<file path="config.mk">
export PLATFORM = sky130hd
export DESIGN_NAME = dot_product_engine
export DESIGN_NICKNAME = d
export VERILOG_FILES = /design/src/rtl/dot_pkg.sv /design/src/rtl/mac_stage.sv /design/src/rtl/dot_product_engine.sv
export SDC_FILE = /design/constraint.sdc
export NUM_CORES = 1
export LEC_CHECK = 0
export CAP_MARGIN = 20
export CORE_MARGIN = 2
export CORE_UTILIZATION = 55
export CTS_CLUSTER_DIAMETER = 30
export DETAILED_ROUTE_END_ITERATION = 12
export MAX_ROUTING_LAYER = met4
export PLACE_DENSITY_LB_ADDON = 0.12
export SLEW_MARGIN = 25
export SYNTH_ARGS = -nofsm -noshare
export SYNTH_HDL_FRONTEND = slang
export SYNTH_HIERARCHICAL = 1
export SYNTH_SLANG_ARGS = --single-unit
</file>
<file path="constraint.sdc">
create_clock -name clk -period 2.27 [get_ports clk]
set_input_delay 0.454 -clock clk [delete_from_list [all_inputs] [get_ports clk]]
set_output_delay 0.454 -clock clk [all_outputs]
set_load 0.02 [all_outputs]
</file>
<file path="src/rtl/dot_pkg.sv">
// Shared types and sizing helpers for the dot-product engine.
package dot_pkg;

    typedef enum logic [1:0] {
        IDLE  = 2'd0,
        ACCUM = 2'd1,
        DRAIN = 2'd2,
        HOLD  = 2'd3
    } state_t;

    // Wide enough that max_len full-scale products cannot wrap.
    function automatic int acc_width(input int data_w, input int max_len);
        return 2 * data_w + $clog2(max_len);
    endfunction

endpackage

</file>
<file path="src/rtl/mac_stage.sv">
// Product register and accumulator. The product is captured one cycle and
// added into the accumulator the next, so the multiplier and adder never chain.
module mac_stage #(
    parameter int DATA_WIDTH = 8,
    parameter int ACC_WIDTH  = 20
) (
    input  logic                  clk,
    input  logic                  reset_n,
    input  logic                  clear,
    input  logic                  capture,
    input  logic                  add,
    input  logic [DATA_WIDTH-1:0] a,
    input  logic [DATA_WIDTH-1:0] b,
    output logic [ACC_WIDTH-1:0]  acc
);

    localparam int PROD_WIDTH = 2 * DATA_WIDTH;

    logic [PROD_WIDTH-1:0] prod_q;
    logic [ACC_WIDTH-1:0]  acc_q;

    // NOTE: sequential state is written with non-blocking assignments only,
    // so every register samples the pre-edge value of every other register.
    always_ff @(posedge clk or negedge reset_n) begin
        if (!reset_n) begin
            prod_q <= '0;
            acc_q  <= '0;
        end else if (clear) begin
            prod_q <= '0;
            acc_q  <= '0;
        end else begin
            if (capture) begin
                prod_q <= PROD_WIDTH'(a) * PROD_WIDTH'(b);
            end
            if (add) begin
                acc_q <= acc_q + ACC_WIDTH'(prod_q);
            end
        end
    end

    assign acc = acc_q;

endmodule

</file>
<file path="src/rtl/dot_product_engine.sv">
// Unsigned dot product of two operand streams with valid/ready on both sides.
// Build option: define DOT_SATURATE_EN to clamp result to all-ones on overflow.
module dot_product_engine
    import dot_pkg::*;
#(
    parameter int DATA_WIDTH = 8,
    parameter int MAX_LEN    = 16,
    parameter int LEN_WIDTH  = $clog2(MAX_LEN + 1),
    parameter int ACC_WIDTH  = acc_width(DATA_WIDTH, MAX_LEN)
) (
    input  logic                  clk,
    input  logic                  reset_n,
    input  logic                  start,
    input  logic [LEN_WIDTH-1:0]  vec_len,
    input  logic                  in_valid,
    output logic                  in_ready,
    input  logic [DATA_WIDTH-1:0] a,
    input  logic [DATA_WIDTH-1:0] b,
    output logic                  out_valid,
    input  logic                  out_ready,
    output logic [DATA_WIDTH-1:0] result,
    output logic                  overflow,
    output logic                  busy
);

    localparam logic [LEN_WIDTH-1:0] MAX_LEN_L = LEN_WIDTH'(MAX_LEN);

    state_t                  state_q;
    state_t                  state_d;
    logic [LEN_WIDTH-1:0]    len_q;
    logic [LEN_WIDTH-1:0]    beat_cnt_q;
    logic [LEN_WIDTH-1:0]    len_clamped;
    logic                    add_pending_q;
    logic                    clear;
    logic                    capture;
    logic                    load_out;
    logic                    release_out;
    logic                    last_beat;
    logic [ACC_WIDTH-1:0]    acc;
    logic                    acc_ovf;
    logic [DATA_WIDTH-1:0]   result_d;
    logic                    out_valid_q;
    logic [DATA_WIDTH-1:0]   result_q;
    logic                    overflow_q;

    assign len_clamped = (vec_len > MAX_LEN_L) ? MAX_LEN_L : vec_len;
    assign last_beat   = (beat_cnt_q == len_q - LEN_WIDTH'(1));

    mac_stage #(
        .DATA_WIDTH (DATA_WIDTH),
        .ACC_WIDTH  (ACC_WIDTH)
    ) u_mac (
        .clk     (clk),
        .reset_n (reset_n),
        .clear   (clear),
        .capture (capture),
        .add     (add_pending_q),
        .a       (a),
        .b       (b),
        .acc     (acc)
    );

    always_ff @(posedge clk or negedge reset_n) begin
        if (!reset_n) begin
            state_q <= IDLE;
        end else begin
            state_q <= state_d;
        end
    end

    // NOTE: every signal driven here gets a default first, so no path through
    // the case statement can leave one unassigned and infer a latch.
    always_comb begin
        state_d     = state_q;
        clear       = 1'b0;
        capture     = 1'b0;
        load_out    = 1'b0;
        release_out = 1'b0;
        case (state_q)
            IDLE: begin
                if (start) begin
                    clear   = 1'b1;
                    state_d = (len_clamped == '0) ? HOLD : ACCUM;
                end
            end
            ACCUM: begin
                if (in_valid) begin
                    capture = 1'b1;
                    if (last_beat) begin
                        state_d = DRAIN;
                    end
                end
            end
            DRAIN: begin
                state_d = HOLD;
            end
            HOLD: begin
                // First HOLD cycle registers the final accumulator value.
                if (!out_valid_q) begin
                    load_out = 1'b1;
                end else if (out_ready) begin
                    release_out = 1'b1;
                    state_d     = IDLE;
                end
            end
            default: begin
                state_d = IDLE;
            end
        endcase
    end

    always_ff @(posedge clk or negedge reset_n) begin
        if (!reset_n) begin
            len_q         <= '0;
            beat_cnt_q    <= '0;
            add_pending_q <= 1'b0;
        end else begin
            add_pending_q <= capture;
            if (clear) begin
                len_q      <= len_clamped;
                beat_cnt_q <= '0;
            end else if (capture) begin
                beat_cnt_q <= beat_cnt_q + LEN_WIDTH'(1);
            end
        end
    end

    assign acc_ovf = |acc[ACC_WIDTH-1:DATA_WIDTH];

`ifdef DOT_SATURATE_EN
    assign result_d = acc_ovf ? {DATA_WIDTH{1'b1}} : acc[DATA_WIDTH-1:0];
`else
    assign result_d = acc[DATA_WIDTH-1:0];
`endif

    always_ff @(posedge clk or negedge reset_n) begin
        if (!reset_n) begin
            out_valid_q <= 1'b0;
            result_q    <= '0;
            overflow_q  <= 1'b0;
        end else if (load_out) begin
            out_valid_q <= 1'b1;
            result_q    <= result_d;
            overflow_q  <= acc_ovf;
        end else if (release_out) begin
            out_valid_q <= 1'b0;
        end
    end

    assign in_ready  = (state_q == ACCUM);
    assign busy      = (state_q != IDLE);
    assign out_valid = out_valid_q;
    assign result    = result_q;
    assign overflow  = overflow_q;

endmodule

</file>
# After elaboration in Yosys (flattened, before gate mapping)
# Cells that the tools add are included.
# Widths: inputs -> output; s select.
[word_totals] output_inout_bits=12 reg_bits=59 wordCells=56 inputBits=26
[op_classes] eq_ne=9 n_mul=1 n_lt_le_gt_ge=1 add_sub_neg=3 n_mux=25 n_reduce_logical=8
[ops] cell="$mux 20" count=2
[ops] cell="$mux 16" count=2
[ops] cell="$add 20x16->20" count=1
[ops] cell="$mul 8x8->16" count=1
[ops] cell="$mux 5" count=3
[ops] cell="$mux 2" count=6
[ops] cell="$reduce_or 12->1" count=1
[ops] cell="$mux 1" count=11
[ops] cell="$ne 2x2->1 const B" count=4
[ops] cell="$pmux 2 s4" count=1
[ops] cell="$reduce_bool 2->1" count=4
[ops] cell="$add 5x1->5 const B" count=1
[ops] cell="$eq 5x5->1" count=1
[ops] cell="$gt 5x5->1 const B" count=1
[ops] cell="$logic_not 5->1" count=1
[ops] cell="$reduce_and 5->1" count=1
[ops] cell="$sub 5x1->5 const B" count=1
[ops] cell="$eq 2x2->1 const B" count=2
[ops] cell="$eq 2x1->1 const B" count=1
[ops] cell="$logic_not 2->1" count=1
[ops] cell="$ne 2x1->1 const B" count=1

# Longest topological paths before layout
# Gate-level depths: netlist (run 1).
[depth] ltp_word=6 depth_mapped=15 mapped_depth_nobuf=15

# Modules after synthesis
# Netlist (run 1), hierarchy kept.
[by_module_without_submodules] module="mac_stage" area_each_um2=4594.4 seq_area_each_um2=900.9 instances=1 cells_per_inst=523
[by_module_without_submodules] module="dot_product_engine" area_each_um2=1217.4 seq_area_each_um2=575.6 instances=1 cells_per_inst=119

# Worst setup path after synthesis (run 1)
# OpenSTA, ideal clock, no wires.
[synth_path] kind="input-to-reg" start="in a[1]" end="reg u_mac.prod_q[15]" n_path_buf=0 stages=13 slack_ns=-1.785 setup_ns=0.069 arrival_time_ns=3.986 path_cell_list="and2_1 -> fa_1 -> fa_1 -> fa_1 -> inv_1 -> fa_1 -> inv_1 -> ha_1 -> o21ai_0 -> a21oi_1 -> o21ai_0 -> or3b_2 -> nand3_1"
[synth_via] elab_chain_len=3
[synth_lines] item="start: declaration" line="dot_product_engine.sv:17" text="input logic [DATA_WIDTH-1:0] a,"
[synth_lines] item="$mul 8x8->16" line="mac_stage.sv:33" text="prod_q <= PROD_WIDTH'(a) * PROD_WIDTH'(b);"
[synth_lines] item="$mux 16" line="mac_stage.sv:32" text="if (capture) begin"
[synth_lines] item="$mux 16" line="mac_stage.sv:28" text="end else if (clear) begin"
[synth_lines] item="end signal: assignment" line="mac_stage.sv:33"
[synth_lines] item="end: declaration" line="mac_stage.sv:19" text="logic [PROD_WIDTH-1:0] prod_q;"
# Every way passes these cells. The select of a mux whose other input is x is not followed.
# A chain may end at the register's enable or synchronous reset.

# Worst setup path after layout (run 1)
[layout_path] start="in a[4]" end="reg u_mac.prod_q[14]"
# Same word-level chain as after synthesis.

==> results of run 1 <==
==> kinds of logic after synthesis <==
kind of cell,count (synthesis),synth area share
AOI/OAI and AO/OA,136,0.162
xor gates and xnor gates,20,0.0301
adders and majority gates,96,0.254
muxes,19,0.0349
DFF,59,0.254
buffers and inverters,82,0.0540
and+or+nand+nor,230,0.210
==> layer usage <==
layer | routed length (microns) | vias up
met5 | 0 | -
met4 | 340 | 0
met3 | 346 | 29
met2 | 6970 | 101
met1 | 6260 | 2467
li1 | - | 2457
==> synthesized netlist by cell type (4+ instances only) <==
library cell  instances
a21oi_1              28
fa_1                 37
nand3_1              11
nor2b_1               9
xnor2_1               4
mux2i_1               9
a211o_1               6
nor2_1               45
a21o_1               12
nor3_1                8
nand2_1              50
dfrtp_1              59
nand2b_1              4
a211oi_1             13
xor2_1               16
nand3b_1              7
ha_1                 59
o2111ai_1             4
o211ai_1              9
and2_1               57
and3_1                4
nand4_1               7
o21ai_0              26
buf_2                 4
nor3b_1               4
a31oi_1               4
inv_1                62
or3_1                 5
clkbuf_1             13
mux2_2               10
nor4_1                6
==> critical path: stages <==
cell and delay, ns:
buf_8 0.11, and2_4 0.15, fa_1 0.56, fa_1 0.44, fa_1 0.49, inv_1 0.05, fa_1 0.49, inv_2 0.05
ha_4 0.17, nor3_4 0.19, o211ai_1 0.12, buf_4 0.16, a41oi_2 0.18, xor2_1 0.16, o21ai_1 0.08
==> sequential cells by signal, summed over array words and instances, names as in the netlist <==
signal / count
len_q: 5
overflow: 1
out_valid: 1
add_pending_q: 1
result: 8
beat_cnt_q: 5
state_q: 2
u_mac/acc: 20
u_mac/prod_q: 16
==> stage by stage <==
stage                     instances  setup WS [ns]  hold WS (ns)  power, mW  instance area [sq um]
after floorplan                 642          -1.46         0.158       4.91                   5980
after global placement          863          -2.18         0.442       6.26                   6960
after detailed placement        863          -2.24         0.439       6.43                   6960
after CTS                       884          -1.36        0.0610       7.78                   7360
after global routing            886          -1.44        0.0833       8.60                   7490
final                           886          -1.35        0.0515       7.93                   7490
==> power by group <==
part           switching, mW  total (mW)  internal [mW]
combinational           2.70        5.06           2.37
clock                  0.440        1.12          0.677
sequential             0.336        1.75           1.42
total                   3.47        7.93           4.46
==> path summary, 6_finish.rpt <==
path / slack (ns) / endpoint / start
max: -1.35 / u_mac/prod_q[14]$_DFFE_PN0P_ / a[4]
min: 0.05 / len_q[2]$_DFFE_PN0P_ / reset_n
max reg2reg: -0.01 / u_mac/acc[14]$_DFFE_PN0P_ / u_mac/acc[0]$_DFFE_PN0P_
min reg2reg: 0.51 / u_mac/prod_q[14]$_DFFE_PN0P_ / u_mac/prod_q[14]$_DFFE_PN0P_
max in group asynchronous: 1.63 / u_mac/acc[14]$_DFFE_PN0P_ / reset_n
min in group clk: 0.51 / u_mac/prod_q[14]$_DFFE_PN0P_ / u_mac/prod_q[14]$_DFFE_PN0P_
==> cells in the final DEF, fill, tap and decap left out, types with 6 or more instances in the layout <==
| cell type | instances |
|---|---|
| mux2i_1 | 9 |
| o211ai_1 | 9 |
| clkbuf_8 | 11 |
| nor2b_1 | 9 |
| o21ai_0 | 18 |
| and2_4 | 21 |
| buf_4 | 66 |
| and2_1 | 36 |
| xor2_1 | 16 |
| mux2_2 | 10 |
| nand4_1 | 7 |
| o21ai_2 | 7 |
| a211oi_1 | 9 |
| inv_2 | 9 |
| nor2_1 | 42 |
| clkdlybuf4s50_1 | 18 |
| fa_1 | 32 |
| nand3_1 | 10 |
| inv_1 | 53 |
| dfrtp_1 | 59 |
| ha_4 | 9 |
| a211o_1 | 6 |
| buf_6 | 15 |
| ha_1 | 48 |
| nand3b_1 | 7 |
| nor3_1 | 7 |
| nor4_1 | 6 |
| a21oi_1 | 24 |
| nand2_1 | 45 |
| a21o_1 | 12 |
==> layout make-up <==
class / instances / area, sq um / share of cell area
sequential: 59 / 1480 / 0.197
clock inverter: 4 / 72.6 / 0.00969
timing repair buffer: 112 / 991 / 0.132
tap: 136 / 170 / 0.0227
inverter: 62 / 233 / 0.0311
multi-input combinational: 501 / 4390 / 0.586
clock buffer: 12 / 155 / 0.0207
==> repair_timing <==
action / CTS / global route
cloned: 0 / 0
pin swaps: 39 / 21
hold buffers: 0 / 0
gates resized for setup: 118 / 32
setup buffers: 5 / 3
endpoints found under the setup margin: 18 / 21
==> metrics, run 1 <==
status finished with violations; failing checks negative setup slack; CTS Buf Count 9; Final Hold Viols 0; tightest slew margin relative to the limit 0.622; RSZ-0062 raised after global routing yes; fin. max-slew vios 0; mapped cell area 0.00581 sq mm; DRT iter0 DRCs 227; H-tree depth 3; final wirelength 13900 microns; warnings from Yosys 6; grt met1 use 0.327; Synth area leaders dfrtp_1 25%, fa_1 13%, ha_1 13%; post-synth top area share 0.254; IO Count 38; reg2reg path depth 8; Yosys top cell by area dfrtp_1; DRC 0; Peak VDD IR 0.540 mV; Remaining Overflow, GRT 0; worst-skew pair later-pin latency 0.35 ns; fin worst setup slack -1.35 ns; Tcrit/Tclk final 1.60; layout cells sized above 1 0.267; Antenna diodes 0; Worst EP arrival 3.85 ns; met2 GRT Util 0.450; CP startpoint kind primary input; crit-path max FO 6; Chip Height between 100 and 150 microns; antenna viol nets, final 0; synthesized netlist cell count 642; routability cong. 0.916; vias per cell ~5.7; PwrDens 1060 mW/mm^2; vias 5054; Avg Cell Area, Syn 9.05 sq um; TritonCTS clock tree yes; Initial Util 0.565; max-capacitance violation count 0; Post-synth ARST share 1.00; CP required 2.50 ns; root buf cell clkbuf_8; clk slew on worst S/H paths 0.07 ns; final setup violation count 13; Syn Nets 764; Sink Count a little under 60; initial antenna violation count 0; fmax 276 MHz; Synth cell types 65; Core ar. 0.0103 sq mm; Layout Nets 867; area grow syn2layout 28.8%; register bit total from synthesis 59; vias in the first global route 5233; Layout Skew 0.0127 ns; Die X approximately 110 microns; HPWL Detailed 10900 microns; met3 Track Usage GR 0.0340; Tmin final 3.62 ns; ys flop type dfrtp_1; largest net degree at the start of global routing 41; Static Leak 3.56 nW; sequential share of the synthesized area 0.254; drt first pass iters 4; Tightest Pin Transition 0.565 ns; Global Route Usage Sum 0.265; Final Util 0.729; EDFF count, synth 0; Crit Path Category in2reg; post-DR wirelength/cell 15.7 microns; CP Capture Type register; grt peak-use layer met2; port bufs 37; Cell Rows 37; deepest clock path buffer count 2; min-delay worst type in2async; DIE AREA 0.0114 sq mm; fillers 785; first-pass GRT wire length 23900 microns; Total Neg Setup Slack -13.33 ns
(Power assumes the default switching activity.)
==> run 2: changes to the inputs <==
CORE_UTILIZATION = 60   (was 55)
clock period = 3.76 ns   (was 2.27 ns; I/O delays follow)
==> run 2 against run 1 <==
Net effect:
- the flow still finishes with violations (negative setup slack)
- final cell count is 3.4% lower
- clock skew is 0.0036 ns higher
- global-route usage is 2.4 points higher
- largest cell class unchanged
- first-iteration DRC count is 37% higher
- hold slack better by 0.34 ns
- via count is 0.73% higher
- critical path type unchanged
- clock-buffer cell count is 2 lower
- register-to-register slack better by 1.1 ns
- sequential power is 40% lower
- total power is 42% lower
- flip-flop and latch count stayed put
- critical endpoint is now u_mac/prod_q[9]$_DFFE_PN0P_
==> metrics, run 2 (synthesized netlist as in run 1, its figures left out) <==
Layout Skew 0.0162 ns (was 0.0127 ns); layout cells sized above 1 0.216 (was 0.267); area grow syn2layout 23.1% (was 28.8%); reg2reg setup slack 1.13 ns (was -0.01 ns); TritonCTS clock tree yes (unchanged); dpl cells 834 (was 863); HPWL Detailed 10800 microns (was 10900 microns); antenna viol nets, final 0 (unchanged); final wirelength 14200 microns (was 13900 microns); routability cong. 0.936 (was 0.916); port bufs 37 (unchanged); CP peak stage delay 0.56 ns (about the same); failing checks negative setup slack (unchanged); CP top delay family adder cells (unchanged); vias per cell 5.95 (was 5.70); Crit Path Category in2reg (unchanged); max-capacitance violation count 0 (unchanged); Final Util 0.767 (was 0.729); r2r endpoint u_mac/acc[16]$_DFFE_PN0P_ (was u_mac/acc[14]$_DFFE_PN0P_); Final Cell Area 0.00715 sq mm (was 0.00749 sq mm); fmax 241 MHz; fin. max-slew vios 0 (unchanged); PwrDens 641 mW/mm^2 (was 1060 mW/mm^2); CP Capture Type register (unchanged); Die X 102 microns (was 107 microns); DIE AREA 0.0105 sq mm (was 0.0114 sq mm); Tightest Pin Transition 0.963 ns (was 0.565 ns); Cell Rows 35 (was 37); max reg flops 20 (unchanged); Static Leak 3.40 nW (was 3.56 nW); # hold bufs at CTS 0 (unchanged); Total Neg Setup Slack -1.54 ns (was -13.33 ns); Chip Height 102 microns (was 107 microns); fillers 657 (was 785); Final Hold Viols 0 (unchanged); crit-path max FO 7 (was 6); worst-skew pair later-pin latency 0.36 ns (was 0.35 ns); Global Route Usage Sum 0.290 (was 0.265); CP startpoint kind primary input (unchanged); Layout Nets 844 (was 867); first-pass GRT wire length 23500 microns (was 23900 microns); Tmin final 4.16 ns; Core ar. 0.00933 sq mm (was 0.0103 sq mm); crit path cell chain buf_6, nand2_2, fa_1, fa_1, inv_2, fa_1, inv_2, fa_1, inv_2, ha_4, o21ai_4, o21bai_1, a21oi_2, nor4b_1, a221o_1 (was buf_8, and2_4, fa_1, fa_1, fa_1, inv_1, fa_1, inv_2, ha_4, nor3_4, o211ai_1, buf_4, a41oi_2, xor2_1, o21ai_1); deepest clock path buffer count 2 (unchanged); RSZ-0062 raised after global routing yes (unchanged); root buf cell clkbuf_8 (unchanged); CP max-delay cell fa_1 (unchanged); Peak VDD IR 0.276 mV (was 0.540 mV); CP required 4.04 ns (was 2.50 ns); largest net degree at the start of global routing 47 (was 41); Worst EP arrival 4.43 ns (was 3.85 ns); IO Count 38 (unchanged); CP dominant cell by count fa_1 (unchanged); Remaining Overflow, GRT 0 (unchanged); CTS Buf Count 9 (unchanged); vias 5091 (was 5054); Non-Filler Instances 856 (was 886); tightest slew margin relative to the limit 0.357 (was 0.622); DRT iter0 DRCs 312 (was 227); Crit path buffers/inverters 4 (unchanged); placed instance area 0.00675 sq mm (was 0.00696 sq mm); Sink Count 59 (unchanged); total power 4.58 mW (was 7.93 mW); drt first pass iters 5 (was 4); clk slew on worst S/H paths 0.08 ns (was 0.07 ns); pre-CTS worst setup slack -1.13 ns (was -2.24 ns); H-tree depth 3 (unchanged); post-DR wirelength/cell 16.6 microns (was 15.7 microns); worst r2r src u_mac/acc[0]$_DFFE_PN0P_ (unchanged); fin worst setup slack -0.396 ns (was -1.35 ns); final setup violation count 9 (was 13); worst hold slack 0.391 ns (was 0.0515 ns); Initial Util 0.623 (was 0.565); Antenna diodes 0 (unchanged); most frequent cells in the layout 59 x dfrtp_1, 52 x inv_1, 52 x ha_1 (was 66 x buf_4, 59 x dfrtp_1, 53 x inv_1); DRC 0 (unchanged); commonest non-fill, non-tap cell in the layout dfrtp_1 (was buf_4); initial antenna violation count 0 (unchanged); status finished with violations (unchanged); vias in the first global route 5231 (was 5233); Tcrit/Tclk final 1.11; reg2reg path depth 7 (was 8); min-delay worst type in2async (unchanged)
==> run 2: cell count changes in the layout (fill, tap and decap cells not counted), moves of 3 or more <==
cell	change
and2_1	+8
and2_4	-8
ha_4	-3
ha_1	+4
buf_2	-4
buf_4	-19
==> run 2: where the power goes <==
group | leakage, nW | internal (mW) | switching [mW]
Clock | 0.0855 | 0.262 | 0.289
Sequential | 0.773 | 0.855 | 0.198
Combinational | 2.54 | 1.35 | 1.63
==> run 2: layout make-up <==
class / instances / area (sq um) / share of cell area
timing repair buffer: 89 / 815 / 0.114
inverter: 62 / 233 / 0.0325
sequential: 59 / 1480 / 0.206
tap: 129 / 161 / 0.0226
clock buffer: 10 / 138 / 0.0192
clock inverter: 6 / 48.8 / 0.00682
multi-input combinational: 501 / 4280 / 0.598
==> run 2: timing repair <==
item	4_1_cts	5_1_grt
setup buffers	2	5
pin swaps	28	33
resized for setup	93	37
cloned	0	0
setup endpoints to repair	11	9
==> run 2: worst register-to-register path: cells and delay by family, from the launching register on <==
family / cells / cell delay (ns)
flops: 1 / 0.40
fa+ha+maj: 2 / 0.75
compound gates: 3 / 0.87
mux: 1 / 0.29
simple gates: 1 / 0.19
==> run 2: worst max-delay path by stage <==
| stage | from | endpoint | slack (ns) | cells after the start |
|---|---|---|---|---|
| finish | a[1] | u_mac/prod_q[9]$_DFFE_PN0P_ | -0.40 | 15 |
| global route | a[1] | u_mac/prod_q[9]$_DFFE_PN0P_ | -0.49 | 15 |
| CTS | b[2] | u_mac/prod_q[12]$_DFFE_PN0P_ | -0.19 | 14 |
| detailed placement | a[2] | u_mac/prod_q[13]$_DFFE_PN0P_ | -1.13 | 14 |
| global placement | a[2] | u_mac/prod_q[13]$_DFFE_PN0P_ | -1.01 | 14 |
| floorplan | b[2] | u_mac/prod_q[13]$_DFFE_PN0P_ | -0.27 | 13 |
==> run 2: layer usage <==
layer  wire [microns]  global-route usage  vias to the layer above
li1                 -                   -                     2414
met5                0                   -                        -
met3              609              0.0445                       38
met4              359               0.108                        0
met2             7410               0.507                      159
met1             5790               0.335                     2480
==> run 3: changes to the inputs <==
CTS_CLUSTER_DIAMETER = 200   (was 30)
==> results of run 3 <==
The final DEF is identical to that of run 2; final timing and power are the same.
